## src/rtl/tank_pkg.sv

```systemverilog
// Shared constants and types for the tank renderer: colours, direction codes and channel states.
package tank_pkg;

    localparam logic [11:0] RED    = 12'hF00;
    localparam logic [11:0] GREEN  = 12'h0F0;
    localparam logic [11:0] BLUE   = 12'h00F;
    localparam logic [11:0] WHITE  = 12'hFFF;
    localparam logic [11:0] BLACK  = 12'h000;
    localparam logic [11:0] YELLOW = 12'hFF0;

    localparam logic [1:0] DIR_UP    = 2'b00;
    localparam logic [1:0] DIR_DOWN  = 2'b01;
    localparam logic [1:0] DIR_LEFT  = 2'b10;
    localparam logic [1:0] DIR_RIGHT = 2'b11;

    typedef enum logic [1:0] {
        ST_IDLE    = 2'd0,
        ST_ALIVE   = 2'd1,
        ST_EXPLODE = 2'd2,
        ST_DEAD    = 2'd3
    } chan_state_t;

    function automatic logic in_range(input logic signed [11:0] v,
                                      input logic signed [11:0] lo,
                                      input logic signed [11:0] hi);
        return (v >= lo) && (v <= hi);
    endfunction

endpackage

```

## src/rtl/tank_chan.sv

```systemverilog
// One tank channel: lifecycle FSM, explosion counter, stage-1 offset registers and the shape test.
module tank_chan
    import tank_pkg::*;
#(
    parameter int CELL        = 20,
    parameter int X_OFF       = 160,
    parameter int Y_OFF       = 40,
    parameter int EXPL_FRAMES = 16
) (
    input  logic        clk,
    input  logic        rst_n,
    input  logic        frame_start,
    input  logic [10:0] VGA_xpos,
    input  logic [10:0] VGA_ypos,
    input  logic [4:0]  x_rel_pos,
    input  logic [4:0]  y_rel_pos,
    input  logic        tank_state,
    input  logic        tank_ide,
    input  logic [1:0]  tank_dir,
    input  logic        tank_hit,
    output logic        hit,
    output logic [11:0] colour,
    output logic        expl_busy
);

    // Counter is at least 4 bits so the radius/colour taps cnt[3:1] always exist.
    localparam int CW = (EXPL_FRAMES > 16) ? $clog2(EXPL_FRAMES) : 4;
    localparam logic [CW-1:0] CNT_LAST = CW'(EXPL_FRAMES - 1);

    chan_state_t        state_r;
    logic [CW-1:0]      cnt_r;
    logic               busy_r;

    logic [11:0]        cx_s, cy_s;
    logic signed [11:0] dx_s, dy_s;

    logic signed [11:0] dx_r, dy_r;
    chan_state_t        st1_r;
    logic [2:0]         cnt1_r;
    logic               ide1_r;
    logic [1:0]         dir1_r;

    logic signed [11:0] rad_raw_s, rad_s;
    logic               body_s, barrel_s;

    assign cx_s = 12'(X_OFF) + 12'(x_rel_pos) * 12'(CELL);
    assign cy_s = 12'(Y_OFF) + 12'(y_rel_pos) * 12'(CELL);
    assign dx_s = $signed({1'b0, VGA_xpos} - cx_s);
    assign dy_s = $signed({1'b0, VGA_ypos} - cy_s);

    // Channel lifecycle; tank_state=0 wins over everything, including a hit.
    always_ff @(posedge clk or negedge rst_n) begin
        if (!rst_n) begin
            state_r <= ST_IDLE;
            cnt_r   <= '0;
            busy_r  <= 1'b0;
        end else if (!tank_state) begin
            state_r <= ST_IDLE;
            cnt_r   <= '0;
            busy_r  <= 1'b0;
        end else begin
            case (state_r)
                ST_IDLE: begin
                    state_r <= ST_ALIVE;
                end
                ST_ALIVE: begin
                    if (tank_hit) begin
                        state_r <= ST_EXPLODE;
                        cnt_r   <= '0;
                        busy_r  <= 1'b1;
                    end else begin
                        state_r <= ST_ALIVE;
                    end
                end
                ST_EXPLODE: begin
                    if (frame_start && (cnt_r == CNT_LAST)) begin
                        state_r <= ST_DEAD;
                        cnt_r   <= '0;
                        busy_r  <= 1'b0;
                    end else if (frame_start) begin
                        cnt_r <= cnt_r + CW'(1);
                    end else begin
                        cnt_r <= cnt_r;
                    end
                end
                ST_DEAD: begin
                    state_r <= ST_DEAD;
                end
                default: begin
                    state_r <= ST_IDLE;
                    cnt_r   <= '0;
                    busy_r  <= 1'b0;
                end
            endcase
        end
    end

    // Stage 1: pixel offsets together with the state snapshot they are drawn against.
    always_ff @(posedge clk or negedge rst_n) begin
        if (!rst_n) begin
            dx_r   <= 12'sd0;
            dy_r   <= 12'sd0;
            st1_r  <= ST_IDLE;
            cnt1_r <= 3'd0;
            ide1_r <= 1'b0;
            dir1_r <= 2'b00;
        end else begin
            dx_r   <= dx_s;
            dy_r   <= dy_s;
            st1_r  <= state_r;
            cnt1_r <= cnt_r[3:1];
            ide1_r <= tank_ide;
            dir1_r <= tank_dir;
        end
    end

    assign rad_raw_s = 12'sd2 + $signed({9'd0, cnt1_r});
    assign rad_s     = (rad_raw_s > 12'sd9) ? 12'sd9 : rad_raw_s;
    assign body_s    = in_range(dx_r, -12'sd5, 12'sd5) && in_range(dy_r, -12'sd5, 12'sd5);

    // Barrel: three pixels wide, 6..9 pixels out from the centre along the facing.
    always_comb begin
        barrel_s = 1'b0;
        case (dir1_r)
            DIR_UP:    barrel_s = in_range(dx_r, -12'sd1, 12'sd1) && in_range(dy_r, -12'sd9, -12'sd6);
            DIR_DOWN:  barrel_s = in_range(dx_r, -12'sd1, 12'sd1) && in_range(dy_r, 12'sd6, 12'sd9);
            DIR_LEFT:  barrel_s = in_range(dy_r, -12'sd1, 12'sd1) && in_range(dx_r, -12'sd9, -12'sd6);
            DIR_RIGHT: barrel_s = in_range(dy_r, -12'sd1, 12'sd1) && in_range(dx_r, 12'sd6, 12'sd9);
            default:   barrel_s = 1'b0;
        endcase
    end

    // Shape test and colour for the sampled state.
    always_comb begin
        hit    = 1'b0;
        colour = BLACK;
        case (st1_r)
            ST_ALIVE: begin
                hit    = body_s || barrel_s;
                colour = ide1_r ? BLUE : RED;
            end
            ST_EXPLODE: begin
                hit    = in_range(dx_r, -rad_s, rad_s) && in_range(dy_r, -rad_s, rad_s);
                colour = cnt1_r[0] ? RED : YELLOW;
            end
            default: begin
                hit    = 1'b0;
                colour = BLACK;
            end
        endcase
    end

    assign expl_busy = busy_r;

endmodule

```

## src/rtl/tank_render_multi.sv

```systemverilog
// Multi-tank sprite renderer: N_TANK channels feeding a lowest-index-wins priority encoder,
// with registered VGA outputs two clocks after the pixel coordinates.
module tank_render_multi
    import tank_pkg::*;
#(
    parameter int N_TANK      = 4,
    parameter int CELL        = 20,
    parameter int X_OFF       = 160,
    parameter int Y_OFF       = 40,
    parameter int EXPL_FRAMES = 16
) (
    input  logic                  clk,
    input  logic                  rst_n,
    input  logic                  frame_start,
    input  logic [10:0]           VGA_xpos,
    input  logic [10:0]           VGA_ypos,
    input  logic [5*N_TANK-1:0]   x_rel_pos,
    input  logic [5*N_TANK-1:0]   y_rel_pos,
    input  logic [N_TANK-1:0]     tank_state,
    input  logic [N_TANK-1:0]     tank_ide,
    input  logic [2*N_TANK-1:0]   tank_dir,
    input  logic [N_TANK-1:0]     tank_hit,
    output logic [11:0]           VGA_data,
    output logic                  VGA_en,
    output logic [N_TANK-1:0]     expl_busy
);

    logic [N_TANK-1:0] hit_s;
    logic [11:0]       colour_s [N_TANK];
    logic [11:0]       sel_data_s;
    logic              sel_en_s;
    logic [11:0]       data_r;
    logic              en_r;

    for (genvar i = 0; i < N_TANK; i++) begin : g_chan
        tank_chan #(
            .CELL        (CELL),
            .X_OFF       (X_OFF),
            .Y_OFF       (Y_OFF),
            .EXPL_FRAMES (EXPL_FRAMES)
        ) u_chan (
            .clk         (clk),
            .rst_n       (rst_n),
            .frame_start (frame_start),
            .VGA_xpos    (VGA_xpos),
            .VGA_ypos    (VGA_ypos),
            .x_rel_pos   (x_rel_pos[5*i +: 5]),
            .y_rel_pos   (y_rel_pos[5*i +: 5]),
            .tank_state  (tank_state[i]),
            .tank_ide    (tank_ide[i]),
            .tank_dir    (tank_dir[2*i +: 2]),
            .tank_hit    (tank_hit[i]),
            .hit         (hit_s[i]),
            .colour      (colour_s[i]),
            .expl_busy   (expl_busy[i])
        );
    end

    // Priority encoder: the first hitting channel claims the pixel.
    always_comb begin
        sel_en_s   = 1'b0;
        sel_data_s = BLACK;
        for (int i = 0; i < N_TANK; i++) begin
            sel_data_s = (hit_s[i] && !sel_en_s) ? colour_s[i] : sel_data_s;
            sel_en_s   = sel_en_s | hit_s[i];
        end
    end

    // Stage 2 output registers.
    always_ff @(posedge clk or negedge rst_n) begin
        if (!rst_n) begin
            data_r <= BLACK;
            en_r   <= 1'b0;
        end else begin
            data_r <= sel_data_s;
            en_r   <= sel_en_s;
        end
    end

    assign VGA_data = data_r;
    assign VGA_en   = en_r;

endmodule
```

## config.mk

```make
export PLATFORM = sky130hd
export DESIGN_NAME = tank_render_multi
export DESIGN_NICKNAME = d
export VERILOG_FILES = /design/src/rtl/tank_pkg.sv /design/src/rtl/tank_chan.sv /design/src/rtl/tank_render_multi.sv
export SDC_FILE = /design/constraint.sdc
export NUM_CORES = 1
export LEC_CHECK = 0
export ABC_AREA = 0
export CAP_MARGIN = 20
export CORE_ASPECT_RATIO = 0.8
export CORE_UTILIZATION = 50
export DETAILED_ROUTE_END_ITERATION = 6
export PLACE_DENSITY = 0.76
export SLEW_MARGIN = 0
export SYNTH_ARGS = -nofsm -noshare
export SYNTH_HDL_FRONTEND = slang
export SYNTH_SLANG_ARGS = --single-unit
```

## constraint.sdc

```tcl
create_clock -name clk -period 5.23 [get_ports clk]
set_clock_uncertainty 0.15 [all_clocks]
set_input_delay 0.523 -clock clk [delete_from_list [all_inputs] [get_ports clk]]
set_output_delay 0.523 -clock clk [all_outputs]
set_load 0.05 [all_outputs]
```

==> reports/qor.yml, run 1 <==
status:
  outcome: "finished, violations left"
  violations: "negative hold slack"
grt:
  grt_use_total: 0.249
  antenna_found_initial: 0
  grt_pass1_vias: 11186
  grt_max_degree: 99
  grt_pass1_wl_mm: 55.7
  grt_overflow: 0
route:
  ant_nets: 0
  drc: 0
  routedWlPerCell_um: 17.3
  vias_per_cell: 5.85
  wl_mm: 34.2
  vias: 11596
  drt_first_pass_iters: 5
  drt_iter0_markers: 775
clock_tree:
  worst_skew_pair.late_latency_ns: 0.44
  cts-root-buf: "clkbuf_16"
  cts_hold_buf: 0
  cts_resized: 0
  clock-sinks: 148
  cts_htree_levels: 4
  cts_buffer_depth: 2
  tritoncts: "built"
  numCtsBuffers: 17
  cts_setup_buffers: 0
  path_clk_slew_ns: 0.06
placed_design:
  hpwl_mm: 27.5
  gp_congestion: 0.925
  port_buffers: 101
floorplan:
  row_count: 53
  num_io_pins: 102
  dieArea_um2: 28200
  die_y_um: 151
  start_util: 0.517
  core_area_um2: 26700
  die_w_um: 188
worst_setup_path:
  cp_top_family: "compound AO/OA/AOI/OAI gates"
  arrival_ns: 4.52
  r2r_slack_ns: 0.87
  timing.rr.end: "VGA_data[10]"
  crit_type: "reg2reg"
  critPathRequiredTime_ns: 5.39
  cp_max_fo: 7
  critPathCaptureType: "flip-flop"
  startpoint_type: "flip-flop"
  reg2reg_from: "g_chan[2].u_chan.cnt1_r[1]"
  crit_buf_inv: 2
  crit_path_top_delay_cell: "nor3_1"
  worstPathCellList: "inv_1, ha_1, inv_1, o22ai_1, a21o_1, nor3_1, ha_1, a41oi_1, o22ai_1, o21a_1, o31ai_1, o211ai_1, a32oi_2, nand2_1, nor3_2, mux2_1"
  cpPeakStageDelay_ns: 0.55
  reg2reg_depth: 16
sta:
  slew_headroom: 0.390
  tightestPinTransition_ns: 0.914
  slew_violations: 0
  rsz0062_at_grt: "false"
  period_share: 0.833
  period_minus_slack_ns: 4.36
  setup_tns_ns: 0
  max_freq_ghz: 0.230
  holdWs_ns: -0.00156
  setup_viol: 0
  hold_viol: 2
synthesis:
  synth_largest_area_cell: "dfrtp_1"
  yosysSeqAreaShare: 0.269
  synth_top_area_frac: 0.269
  synth_edf_count: 0
  syn_inst: 1516
  yosys_warnings: 0
  async_reset_ff_frac: 1.00
  synthTopCellsByArea: "dfrtp_1 (27%), ha_1 (23%), inv_1 (4.2%), a21oi_1 (3.4%), o21ai_0 (2.9%)"
  yosys.cell_types.count: 87
  syn_area_um2: 13800
  synth-main-ff-cell: "dfrtp_1"
  synth_seq_cells: 148
  synth_area_per_cell_um2: 9.09
finish:
  syn_to_final_growth_pct: 13.7
  ff_latch_area_um2: 3700
  fillers: 2299
  n_antenna_cell: 0
  final_nets: 1965
  final_cell_mix: "ha_1 (253), inv_1 (155), dfrtp_1 (148), clkdlybuf4s50_1 (100), a21oi_1 (95)"
  multi_input_area_um2: 9330
  final_core_util: 0.588
  final_common_cell: "ha_1"
  drive_gt1_frac: 0.0326
power:
  p_leak_nw: 7.46
  peakVddDrop_mv: 0.200
  cellPowerDensity_nw_per_um2: 285
worst_hold_path:
  hold_class: "in2async"
run:
  maxCapViolCount: 0
-- cell families after synthesis --
group / share of synthesized area
AND/OR/NAND/NOR: 0.161
AO/OA/AOI/OAI: 0.196
adder cells (fa/ha/maj): 0.254
buffers and inverters: 0.0550
flip-flops: 0.269
XOR/XNOR: 0.0578
multiplexers: 0.00808
other: 0.000272
-- report_power, final --
group	switching (W)	internal [W]	leakage, nW	total (W)
Clock	0.000510	0.000657	0.267	0.00117
Combinational	0.000854	0.000739	5.38	0.00159
Sequential	0.000313	0.00138	1.82	0.00170
-- stage by stage --
stage | cell area [µm²] | setup WS (ns) | power [W] | instances
global route | 15700 | 0.569 | 0.00478 | 1981
floorplan | 13800 | 1.57 | 0.00278 | 1519
detailed placement | 15100 | 0.935 | 0.00328 | 1948
global placement | 15100 | 1.07 | 0.00322 | 1948
finish | 15700 | 0.873 | 0.00446 | 1981
CTS | 15700 | 0.921 | 0.00446 | 1980
-- cell usage after synthesis, types with 8 or more instances --
master / n
o22ai_1: 12
xor2_1: 45
o211ai_1: 8
a21boi_0: 24
o21a_1: 12
and2_1: 13
buf_4: 14
o21bai_1: 13
and3_1: 8
dfrtp_1: 148
xnor2_1: 46
nor2b_1: 44
nand2_1: 79
nor3b_1: 9
mux2i_1: 10
nand4_1: 34
ha_1: 253
nor2_1: 86
nand3b_1: 10
inv_1: 155
clkbuf_1: 11
nand3_1: 24
nor4_1: 12
a21oi_1: 95
a21o_1: 47
a31oi_1: 10
nand2b_1: 30
fa_1: 16
o21ai_0: 81
nor3_1: 21
-- how the worst max path moves through the flow --
stage | start | endpoint | depth (start not counted)
after floorplan | g_chan[0].u_chan.cnt1_r[1] | VGA_data[10] | 14
after global placement | g_chan[2].u_chan.cnt1_r[1] | VGA_data[10] | 16
after detailed placement | g_chan[2].u_chan.cnt1_r[1] | VGA_data[10] | 16
after CTS | g_chan[2].u_chan.cnt1_r[1] | VGA_data[10] | 16
after global routing | g_chan[2].u_chan.cnt1_r[1] | VGA_data[10] | 16
final | g_chan[2].u_chan.cnt1_r[1] | VGA_data[10] | 16
-- state kept, by name, summed over array words and instances (netlist names) --
signal                   cells
g_chan.u_chan.ide1_r         4
g_chan.u_chan.cnt_r         16
g_chan.u_chan.dir1_r         8
VGA_data                     3
g_chan.u_chan.state_r        8
g_chan.u_chan.dx_r          42
g_chan.u_chan.dy_r          42
VGA_en                       1
g_chan.u_chan.st1_r          8
g_chan.u_chan.expl_busy      4
g_chan.u_chan.cnt1_r        12
-- routing by layer --
layer | GRT usage | up-vias | routed length (µm)
li1 | - | 5690 | -
met2 | 0.409 | 300 | 15400
met4 | 0.0602 | 0 | 520
met5 | 0 | - | 0
met1 | 0.340 | 5565 | 16400
met3 | 0.0445 | 41 | 1840
-- final cells by class --
class                      instances  share of cell area
inverter                         155              0.0371
clock buffer                      18              0.0274
multi-input combinational       1185               0.596
clock inverter                    14             0.00823
tap                              357              0.0285
timing repair buffer             104              0.0665
sequential                       148               0.236
(Power assumes the default switching activity.)
==> run 2, diff against run 1 <==
--- a/config.mk
+++ b/config.mk
@@ -10,7 +10,7 @@
 export CORE_ASPECT_RATIO = 0.8
 export CORE_UTILIZATION = 50
 export DETAILED_ROUTE_END_ITERATION = 6
-export PLACE_DENSITY = 0.76
+export PLACE_DENSITY = 0.78
 export SLEW_MARGIN = 0
 export SYNTH_ARGS = -nofsm -noshare
 export SYNTH_HDL_FRONTEND = slang
==> constraint.sdc (replaced) <==
create_clock -name clk -period 3.7 [get_ports clk]
set_clock_uncertainty 0.15 [all_clocks]
set_input_delay 0.37 -clock clk [delete_from_list [all_inputs] [get_ports clk]]
set_output_delay 0.37 -clock clk [all_outputs]
set_load 0.05 [all_outputs]
==> reports/qor.yml, run 2 (synthesis gave the netlist of run 1 again) <==
status:
  outcome: "finished, violations left"
  violations: "negative setup slack"
floorplan:
  num_io_pins: 102  # unchanged
  die_w_um: 188  # unchanged
  row_count: 53  # unchanged
  core_area_um2: 26700  # unchanged
  start_util: 0.517  # unchanged
  die_y_um: 151  # unchanged
  dieArea_um2: 28200  # unchanged
grt:
  grt_max_degree: 83  # -16%
  antenna_found_initial: 2  # +2
  grt_pass1_vias: 11806  # +5.5%
  grt_pass1_wl_mm: 57.4  # +3.2%
  grt_use_total: 0.256  # +0.00706
  grt_overflow: 0  # unchanged
worst_hold_path:
  hold_class: "in2reg"
  holdPathEnd: "g_chan[2].u_chan.ide1_r"
  holdPathStages: 1
  worstHoldStart: "tank_ide[2]"
placed_design:
  dp_slack_ns: -0.162  # -1.10 ns
  gp_congestion: 0.932  # +0.75%
  port_buffers: 101  # unchanged
  place_area_um2: 15700  # +4.3%
  hpwl_mm: 28.1  # +2.0%
power:
  cellPowerDensity_nw_per_um2: 396  # +39%
  p_clk_frac: 0.271  # +0.009
  switching_share: 0.378  # +0.00137
  seq_power_share: 0.363  # -0.018
  p_int_w: 0.00411  # +48%
  power_frac_comb: 0.366  # +0.009
  peakVddDrop_mv: 0.289  # +45%
  power_switching_w: 0.00250  # +49%
  p_leak_nw: 7.97  # +6.9%
clock_tree:
  path_clk_slew_ns: 0.06  # about the same
  cts-root-buf: "clkbuf_16"
  worst_skew_pair.late_latency_ns: 0.44  # about the same
  cts_htree_levels: 4  # unchanged
  clock-sinks: 148  # unchanged
  tritoncts: "built"
  cts_buffer_depth: 2  # unchanged
  numCtsBuffers: 17  # unchanged
route:
  vias: 12043  # +3.9%
  routedWlPerCell_um: 17.1  # -0.94%
  drt_first_pass_iters: 6  # +1
  wl_mm: 35.5  # +3.9%
  drc: 0  # unchanged
  drt_iter0_markers: 694  # -10%
  ant_nets: 0  # unchanged
  vias_per_cell: 5.80  # -0.95%
finish:
  multi_input_area_um2: 9580  # +2.7%
  final_common_cell: "ha_1"
  fillers: 2102  # -8.6%
  syn_to_final_growth_pct: 21.2
  n_antenna_cell: 0  # unchanged
  final_nets: 2061  # +4.9%
  design_area_um2: 16700  # +6.6%
  final_core_util: 0.627  # +0.0389
  reg.largest.list: "g_chan.u_chan.dx_r (42), g_chan.u_chan.dy_r (42), g_chan.u_chan.cnt_r (16)"
  final_cell_mix: "ha_1 (238), dfrtp_1 (148), inv_1 (148), clkdlybuf4s50_1 (100), a21oi_1 (95)"
  ff_latch_area_um2: 3700  # unchanged
  drive_gt1_frac: 0.112  # +0.0796
run:
  maxCapViolCount: 0  # unchanged
worst_setup_path:
  crit_path_top_delay_cell: "dfrtp_1"
  timing.rr.end: "VGA_data[10]"
  cp_max_fo: 3  # -4
  arrival_ns: 4.01  # -0.51 ns
  reg2reg_depth: 17  # +1
  startpoint_type: "flip-flop"
  critPathCaptureType: "flip-flop"
  cpPeakStageDelay_ns: 0.42  # -0.13 ns
  critPathRequiredTime_ns: 3.87  # -1.52 ns
  worstPathCellList: "buf_6, ha_4, inv_4, o22ai_2, a21o_1, nor3_2, buf_4, buf_4, ha_1, a31o_2, a31o_2, and4bb_1, a211oi_2, a32oi_2, nand2_1, nor3_2, mux2_4"
  reg2reg_from: "g_chan[2].u_chan.cnt1_r[1]"
  crit_type: "reg2reg"
  r2r_slack_ns: -0.14  # -1.02 ns
sta:
  hold_viol: 0  # -2
  rsz0062_at_grt: "true"
  slew_violations: 0  # unchanged
  period_share: 1.04  # +0.205
  setup_viol: 3  # +3
  setup_ws_ns: -0.142  # -1.02 ns
  tightestPinTransition_ns: 0.752  # -0.162 ns
  slew_headroom: 0.499  # +0.108
  max_freq_ghz: 0.260  # +13%
  period_minus_slack_ns: 3.84  # -0.515 ns
==> run 2: cell types whose count changed in the layout (fill, tap and decap cells not counted), moves of 4 or more <==
cell     delta
ha_1       -15
o21ai_1     +4
inv_1       -7
buf_4      +92
o21ai_0     -5
ha_2        +6
ha_4        +9
inv_2       +6
==> run 2: layout make-up <==
class                   count  share of cell area
clock buffers              18              0.0263
clock inverters            14             0.00981
inverters                 155              0.0350
multi-input cells        1185               0.574
flip-flops and latches    148               0.222
well taps                 357              0.0267
repair buffers            200               0.107
==> run 2: what timing repair did <==
| action | 4_1_cts | 5_1_grt |
|---|---|---|
| buffers inserted | 4 | 8 |
| endpoints found under the hold margin | 80 | 0 |
| endpoints found under the setup margin | 3 | 4 |
| pin swaps | 9 | 26 |
| hold buffers | 1 | 0 |
| resized for setup | 33 | 27 |
==> run 2: worst max path at each step <==
| stage | slack (ns) | from | to |
|---|---|---|---|
| after floorplan | 0.04 | g_chan[0].u_chan.cnt1_r[1] | VGA_data[10] |
| after global placement | -0.11 | g_chan[2].u_chan.cnt1_r[1] | VGA_data[10] |
| after detailed placement | -0.16 | g_chan[2].u_chan.cnt1_r[1] | VGA_data[10] |
| after CTS | -0.02 | g_chan[2].u_chan.cnt1_r[1] | VGA_data[10] |
| after global routing | -0.29 | g_chan[2].u_chan.cnt1_r[1] | VGA_data[10] |
| final | -0.14 | g_chan[2].u_chan.cnt1_r[1] | VGA_data[10] |
==> run 2: power groups by stage <==
stage | combinational, W | clock [W] | sequential, W
after floorplan | 0.00169 | 0 | 0.00224
after global placement | 0.00226 | 0 | 0.00238
after detailed placement | 0.00235 | 0 | 0.00240
after CTS | 0.00239 | 0.00181 | 0.00237
after global routing | 0.00273 | 0.00188 | 0.00244
final | 0.00242 | 0.00179 | 0.00240
==> run 2: layer usage <==
layer / share of wire / vias up / wire length, µm / global-route usage
met5: 0 / - / 0 / 0
met4: 0.027 / 0 / 950 / 0.0943
met3: 0.049 / 73 / 1740 / 0.0445
met2: 0.46 / 311 / 16300 / 0.422
met1: 0.46 / 5777 / 16500 / 0.338
li1: - / 5882 / - / -
==> run 2: metrics by stage <==
stage	total power [W]	setup TNS, ns	hold slack [ns]	cells
3_3_place_gp	0.00464	-0.216	0.258	2032
3_5_place_dp	0.00475	-0.518	0.255	2032
5_1_grt	0.00705	-0.777	0.221	2077
6_report	0.00661	-0.263	0.225	2077
2_1_floorplan	0.00393	0	-0.0756	1519
4_1_cts	0.00658	-0.0234	0.213	2069
==> run 2: worst max-delay path, delay by kind of cell, from the launching register on <==
family                     cells  cell delay [ns]
and+or+nand+nor                4             0.86
AOI/OAI and AO/OA              6             1.12
muxes                          1             0.33
DFF                            1             0.42
adders and majority gates      2             0.38
buffers and inverters          4             0.47
==> run 3, diff against run 2 <==
--- a/config.mk
+++ b/config.mk
@@ -8,9 +8,9 @@
 export ABC_AREA = 0
 export CAP_MARGIN = 20
 export CORE_ASPECT_RATIO = 0.8
-export CORE_UTILIZATION = 50
+export CORE_UTILIZATION = 45
 export DETAILED_ROUTE_END_ITERATION = 6
-export PLACE_DENSITY = 0.78
+export PLACE_DENSITY = 0.72
 export SLEW_MARGIN = 0
 export SYNTH_ARGS = -nofsm -noshare
 export SYNTH_HDL_FRONTEND = slang
==> reports/qor.yml, run 3 (synthesis gave the netlist of run 1 again) <==
grt:
  grt_pass1_wl_mm: 57.7  # +0.50%
  antenna_found_initial: 1  # -1
  grt_pass1_vias: 11538  # -2.3%
  grt_use_total: 0.235  # -0.0210
  grt_overflow: 0  # unchanged
  grt_max_degree: 88  # +6.0%
clock_tree:
  cts-root-buf: "clkbuf_16"
  path_clk_slew_ns: 0.07  # about the same
  cts_htree_levels: 4  # unchanged
  clock-sinks: 148  # unchanged
  cts_buffer_depth: 2  # unchanged
  numCtsBuffers: 17  # unchanged
  worst_skew_pair.late_latency_ns: 0.44  # about the same
  tritoncts: "built"
route:
  drt_first_pass_iters: 5  # -1
  met1Wirelength_mm: 17.2  # +4.3%
  met2_length_mm: 16.0  # -1.8%
  wl_mm: 36.0  # +1.4%
  routed-wl-met3_mm: 2.04  # +17%
  vias: 12003  # -0.33%
  routedWlPerCell_um: 16.9  # -0.89%
  drt_iter0_markers: 833  # +20%
  dr.max_layer_used: "met4"
  drc: 0  # unchanged
  vias_per_cell: 5.65  # -2.5%
  ant_nets: 0  # unchanged
finish:
  final_cell_mix: "ha_1 (231), dfrtp_1 (146), inv_1 (143), clkdlybuf4s50_1 (100), a21oi_1 (94)"
  syn_to_final_growth_pct: 23.0
  reg.largest.list: "g_chan.u_chan.dx_r (42), g_chan.u_chan.dy_r (42), g_chan.u_chan.cnt_r (16)"
  n_antenna_cell: 0  # unchanged
  final_nets: 2059  # -0.097%
  final_common_cell: "ha_1"
  instances_no_fill: 2124  # +2.3%
  final_core_util: 0.571  # -0.0557
  fillers: 2586  # +23%
  drive_gt1_frac: 0.129  # +0.0164
  ff_latch_area_um2: 3710  # about the same
  multi_input_area_um2: 9760  # +1.9%
run:
  maxCapViolCount: 0  # unchanged
floorplan:
  dieArea_um2: 31300  # +11%
  row_count: 56  # +5.7%
  num_io_pins: 102  # unchanged
  die_w_um: 198  # +5.4%
  die_y_um: 159  # +5.3%
  start_util: 0.464  # -0.0531
  core_area_um2: 29700  # +11%
sta:
  period_share: 0.998  # -0.0402
  setup_tns_ns: 0  # +0.263 ns
  setup_viol: 0  # -3
  tightestPinTransition_ns: 0.807  # +0.0548 ns
  hold_viol: 0  # unchanged
  period_minus_slack_ns: 3.69  # -0.149 ns
  rsz0062_at_grt: "true"
  slew_headroom: 0.462  # -0.0365
  max_freq_ghz: 0.271  # +4.0%
  slew_violations: 0  # unchanged
placed_design:
  dp_cells: 2080  # +2.4%
  port_buffers: 101  # unchanged
  hpwl_mm: 28.4  # +1.2%
  gp_congestion: 0.952  # +2.2%
worst_setup_path:
  startpoint_type: "flip-flop"
  timing.rr.end: "VGA_data[7]"
  crit_type: "reg2reg"
  endpoint: "VGA_data[7]"
  critPathRequiredTime_ns: 3.88  # about the same
  critPathLaunch: "g_chan[0].u_chan.cnt1_r[1]"
  arrival_ns: 3.87  # -0.14 ns
  reg2reg_depth: 17  # unchanged
  reg2reg_from: "g_chan[0].u_chan.cnt1_r[1]"
  critPathCaptureType: "flip-flop"
  r2r_slack_ns: 0.006  # +0.15 ns
  cp_max_fo: 4  # +1
power:
  cellPowerDensity_nw_per_um2: 390  # -1.3%
  finalPower_w: 0.00662  # +0.20%
  peakVddDrop_mv: 0.315  # +9.1%
  p_leak_nw: 7.98  # +0.12%
worst_hold_path:
  hold_class: "in2reg"
status:
  outcome: "finished clean"
run 3: worst min path at each step:
| stage | start | to | slack, ns | cells past startpoint |
|---|---|---|---|---|
| 3_5_place_dp | g_chan[3].u_chan.cnt_r[3] | g_chan[3].u_chan.cnt1_r[2] | 0.26 | 0 |
| 5_1_grt | VGA_xpos[1] | g_chan[3].u_chan.dx_r[1] | 0.20 | 1 |
| 4_1_cts | tank_dir[4] | g_chan[2].u_chan.dir1_r[0] | 0.20 | 1 |
| 6_report | tank_ide[3] | g_chan[3].u_chan.ide1_r | 0.21 | 1 |
| 3_3_place_gp | g_chan[3].u_chan.cnt_r[3] | g_chan[3].u_chan.cnt1_r[2] | 0.26 | 0 |
| 2_1_floorplan | rst_n | VGA_data[10] | -0.08 | 0 |
run 3: final cells by class:
| cell class | instances | share of cell area |
|---|---|---|
| sequential | 148 | 0.219 |
| inverter | 155 | 0.0344 |
| clock buffer | 18 | 0.0259 |
| multi-input combinational | 1185 | 0.576 |
| clock inverter | 14 | 0.0100 |
| tap | 406 | 0.0299 |
| timing repair buffer | 198 | 0.106 |
run 3: routing by layer:
| metal | global-route usage | vias up |
|---|---|---|
| met1 | 0.326 | 5724 |
| li1 | - | 5878 |
| met5 | 0 | - |
| met3 | 0.0335 | 46 |
| met2 | 0.378 | 355 |
| met4 | 0.0742 | 0 |
run 3: critical path, cell delays in order, from the launching register on:
cell       delay, ns
dfrtp_2         0.45
inv_2           0.09
ha_4            0.20
a221oi_4        0.30
buf_6           0.15
ha_4            0.12
inv_2           0.04
ha_4            0.25
nor2b_1         0.16
o211ai_1        0.13
a2111oi_2       0.32
nor3_1          0.10
xnor2_1         0.13
a211o_1         0.32
nand2_2         0.12
nor3_4          0.06
buf_4           0.14
a311o_1         0.33
run 3: timing repair:
| item | CTS | global route |
|---|---|---|
| gates cloned | 0 | 0 |
| hold buffers | 1 | 0 |
| endpoints found under the hold margin | 86 | 0 |
| resized for setup | 50 | 53 |
| pin swaps | 32 | 40 |
| buffers inserted | 8 | 4 |
| endpoints found under the setup margin | 3 | 4 |
run 3: report_power, final:
group	switching [W]	total, W	internal [W]
Sequential	0.000458	0.00241	0.00196
Combinational	0.00127	0.00240	0.00113
Clock	0.000771	0.00180	0.00103
run 3: through the flow:
step	instance area, µm²	hold WS, ns	setup WS [ns]
3_3_place_gp	15800	0.256	-0.00100
2_1_floorplan	13800	-0.0756	0.0449
5_1_grt	17000	0.200	-0.146
4_1_cts	16700	0.201	-0.00824
3_5_place_dp	15800	0.262	-0.156
6_report	17000	0.214	0.00648
